File: config.mk
export PLATFORM = sky130hd
export DESIGN_NAME = fib_rom
export DESIGN_NICKNAME = d
export VERILOG_FILES = /design/src/rtl/fib_checker_pkg.sv /design/src/rtl/fib_rom.sv
export SDC_FILE = /design/constraint.sdc
export NUM_CORES = 1
export LEC_CHECK = 0
export CORE_AREA = 2 2 39 41
export DETAILED_ROUTE_END_ITERATION = 12
export DIE_AREA = 0 0 41 43
export GPL_ROUTABILITY_DRIVEN = 0
export SLEW_MARGIN = 20
export SYNTH_ARGS = -nofsm -noshare
export SYNTH_HDL_FRONTEND = slang
export SYNTH_SLANG_ARGS = --single-unit
File: constraint.sdc
create_clock -name vclk -period 0.88
set_input_delay 0.132 -clock vclk [all_inputs]
set_output_delay 0.132 -clock vclk [all_outputs]
set_load 0.01 [all_outputs]
File: src/rtl/fib_checker_pkg.sv
// -----------------------------------------------------------------------------
// fib_checker_pkg
// Shared constants for the Fibonacci stream checker: the expected-value table,
// its length and largest value, and the checker state encoding.
// -----------------------------------------------------------------------------
package fib_checker_pkg;

  localparam int         FIB_LEN = 13;
  localparam logic [7:0] FIB_MAX = 8'd144;

  localparam logic [7:0] FIB_ROM [FIB_LEN] = '{
    8'd0, 8'd1, 8'd1, 8'd2, 8'd3, 8'd5, 8'd8,
    8'd13, 8'd21, 8'd34, 8'd55, 8'd89, 8'd144
  };

  localparam logic [3:0] IDX_LAST = 4'(FIB_LEN - 1);

  // Checker states (plain constants so legacy code can share the encoding).
  localparam logic [1:0] ST_HUNT   = 2'd0;
  localparam logic [1:0] ST_ACQ    = 2'd1;
  localparam logic [1:0] ST_LOCKED = 2'd2;

  // Sequence position arithmetic is modulo FIB_LEN.
  function automatic logic [3:0] next_index(input logic [3:0] idx);
    return (idx == IDX_LAST) ? 4'd0 : idx + 4'd1;
  endfunction

endpackage

File: src/rtl/fib_rom.sv
// -----------------------------------------------------------------------------
// fib_rom
// Combinational lookup of the expected Fibonacci value for a sequence index.
// Ports:
//   i_index  [3:0]  sequence index (0..12 valid; 13..15 return 0)
//   o_value  [7:0]  expected sample value
// -----------------------------------------------------------------------------
module fib_rom
  import fib_checker_pkg::*;
(
  input  logic [3:0] i_index,
  output logic [7:0] o_value
);

  // NOTE: every always_comb output gets a default first so no latch is inferred.
  always_comb begin
    o_value = '0;
    for (int i = 0; i < FIB_LEN; i++) begin
      if (i_index == 4'(i)) o_value = FIB_ROM[i];
    end
  end

endmodule

-- After elaboration in Yosys (flattened, before gate mapping)
Index checks and enable logic that the tools add are counted.
- bitwise operators: 0
- div/mod/pow operators: 0
- $lt $le $gt $ge: 0
- $mul: 0
- shift-type cells: 0
- eq/ne operators: 12
- reductions and logical operators: 0
- multiplexer cells: 12
- add/sub/neg operators: 0
- operators by type and width (cell ; number):
    $mux 8 ; 11
    $eq 4x4->1 const B ; 5
    $eq 4x3->1 const B ; 4
    $eq 4x2->1 const B ; 2
    $eq 4x1->1 const B ; 1
    $mux 1 ; 1
- ROM bits: 0
- output and inout port bits: 8
- bits in latches: 0
- bits in writable memories: 0
- bits in registers: 0
- memories: 0
- bits of input ports: 4
- word-level logic and storage cells: 24

-- Depth between registers and ports, before layout
- depth in word-level cells: 13
- mapped depth: 4
- gate-level depth less buffers: 3

-- Worst setup path after synthesis
Ideal clock, no wire load.
- kind: input to output
- start point: input i_index[3]
- end point: output o_value[1]
- buffers on the path: 1
- stages on the path: 3
- path slack: -0.139 ns
- data required time: 0.748 ns
- arrival: 0.887 ns
- path through: buf_2 > nand2_1 > o311ai_0
- longest elaborated chain between the ends: 11
- elaborated cells between the ends (all ways): 20
- those cells by class: eq/ne: 10; mux: 10
- ends and longest elaborated chain (item ; line ; source):
    start, declared ; fib_rom.sv:11 ; input logic [3:0] i_index,
    $eq 4x2->1 ; fib_rom.sv:19 ; if (i_index == 4'(i)) o_value = FIB_ROM[i];
    $mux 8 (9 in a row) ; fib_rom.sv:19 ;
    $mux 8 (*) ; fib_rom.sv:19 ;
    end, declared ; fib_rom.sv:12 ; output logic [7:0] o_value
Every way passes the cells marked *; elsewhere a longest branch is shown, timed or not.

-- Worst setup path after layout
- start point: input i_index[3]
- end point: output o_value[0]
- longest elaborated chain between the ends: 13
- elaborated cells between the ends (all ways): 24
- those cells by class: eq/ne: 12; mux: 12
- ends and longest elaborated chain (item ; line):
    $eq 4x1->1 ; fib_rom.sv:19
    $mux 1 ; fib_rom.sv:19
    $mux 8 (10 in a row) ; fib_rom.sv:19
    $mux 8 (*) ; fib_rom.sv:19
Marked as above.

==> results.ini <==
[grt]
grt_first_pass_wirelength_um=862
track_usage_pct=6.40
grt_pass1_vias=215
grt_max_degree=7
overflow=0
antenna_found_initial=0

[drt]
drtPass1Iterations=2
via_per_inst=4.02
ant_nets=0
vias=245
wl_per_cell_um=8.43
drt-initial-drc-count=1
drcViolationCount=0
drt-total-wl_um=514

[floorplanning]
initial_core_util_pct=13.0
io_pins=12
die_h_um=43
rows=14
die_area_um2=1760
die-width_um=41
coreArea_um2=1380

[sta]
clock.fmax_mhz=914
final.setup.tns_ns=-0.382
hold_ws_ns=0.666
report.final.slew_viol_count=0
setup_violations=5
post-route-period-util_pct=124
layout_min_cycle_time_ns=1.09
rsz0062_at_grt=true
worstMarginPinSlew_ns=0.236
max_slew_margin_pct=84.0
layout_setup_ws_ns=-0.214
hold_viol_final=0

[power]
p_per_area_nw_per_um2=492
total_power_mw=0.199
p_switching_mw=0.0857
clockPowerShare_pct=0
p_leak_nw=0.197
ir_drop_mv=0.176
p_int_mw=0.114
switching_share_pct=43.0
p_seq_share_pct=0
combPwrFrac_pct=100.0

[synthesis]
synth_nets=32
synth_top_area_share_pct=10.4
yosysUniqueCellTypes=18
netlist_top_cells_area=nand2_1, nor2_1, a221oi_2
synth_seq_area_share_pct=0
ys.warnings.count=0
synth_area_per_cell_um2=6.43
netlist_instances=28
yosysTopAreaCell=nand2_1
syn_area_um2=180

[setup_path]
path_class=in -> out
worstSetupEndpointType=primary output
critPathLaunchType=primary input
cp.required_ns=0.75
crit_path_max_fanout=4
critPathLaunch=i_index[3]
endpoint=o_value[0]
cp.arrival_ns=0.96

[outcome]
status=complete, but fails checks
violations=setup timing

[run]
drv_cap=0

[layout]
clkbuf_count=0
fin_cells=61
finalNetCount=51
multiInputGateArea_um2=204
drive_gt1_share_pct=64.4
seq_area_um2=0
diodes=0
area_growth_pct=125
fillCellCount=159
flops_and_latches=0

[placed_design]
portBuffers=12
dp_cells=59
hpwl_um=408
place_ws_ns=-1.05

[clocking]
ctsHoldBuffers=0

[min_path]
hold_class=in -> out
min_from=i_index[0]

critical path: stages:
cell and delay, ns:
buf_8 0.10, or3_1 0.37, a21oi_2 0.18, a221oi_4 0.04
buf_2 0.14
synth_stat cells:
cell type	number
a21oi_2	1
a221oi_2	1
and2b_1	1
and3_1	1
buf_2	2
buf_6	1
inv_1	1
mux2_4	1
nand2_1	5
nand2b_1	1
nor2_1	5
nor2b_1	1
o21a_1	2
o21ai_0	1
o311ai_0	1
or3_1	1
xnor2_1	1
xor2_1	1
worst min-delay path by stage:
| stage | slack [ns] | endpoint | depth (start not counted) |
|---|---|---|---|
| floorplan | 0.31 | o_value[0] | 1 |
| global placement | 1.42 | o_value[1] | 4 |
| CTS | 0.64 | o_value[5] | 4 |
| finish | 0.67 | o_value[2] | 4 |
| detailed placement | 1.43 | o_value[1] | 4 |
| global route | 0.69 | o_value[0] | 4 |
timing repair:
action | 4_1_cts | 5_1_grt
endpoints found under the setup margin | 8 | 8
gates resized for setup | 64 | 9
pin swaps | 5 | 2
buffers inserted | 1 | 1
logic make-up (layout without fill, tap and decap cells):
logic type | Yosys count | after routing | synth area share [%]
buffers and inverters | 4 | 21 | 13.9
AND/OR/NAND/NOR | 15 | 15 | 38.9
multiplexers | 1 | 1 | 8.33
AO/OA/AOI/OAI | 6 | 6 | 29.2
XOR/XNOR | 2 | 2 | 9.72
power groups by stage:
stage | Clock [mW] | Combinational (mW) | Sequential [mW]
2_1_floorplan | 0 | 0.0986 | 0
3_3_place_gp | 0 | 0.177 | 0
3_5_place_dp | 0 | 0.179 | 0
4_1_cts | 0 | 0.190 | 0
5_1_grt | 0 | 0.216 | 0
6_report | 0 | 0.199 | 0
per-stage QoR:
step | util [%] | cell area [µm²]
after floorplan | - | 201
after global placement | 25.7 | 355
after detailed placement | 25.7 | 355
after CTS | 27.8 | 385
after global routing | 29.3 | 405
final | 29.3 | 405
placed cells by master, fill, tap and decap left out, drive strengths merged:
cell type  netlist  layout
a21oi            1       1
mux2             1       1
and3             1       1
a221oi           1       1
clkbuf           0       1
o21ai            1       1
and2b            1       1
inv              1       1
or3              1       1
o21a             2       2
nor2             5       5
o311ai           1       1
nand2            5       5
xnor2            1       1
nand2b           1       1
nor2b            1       1
xor2             1       1
buf              3      19
per-layer routing:
metal | routed length (µm) | GRT usage, % | up-vias
met5 | 0 | 0 | -
met4 | 0 | 0 | 0
met2 | 280 | 12.5 | 5
met1 | 211 | 7.62 | 111
li1 | - | - | 129
met3 | 23 | 0 | 0
cell type report:
| type | count | area share [%] |
|---|---|---|
| inverters | 1 | 0.926 |
| multi-input cells | 24 | 50.3 |
| repair buffers | 20 | 43.8 |
| well taps | 16 | 4.94 |
Note: power is estimated with default switching activity, not from simulation.
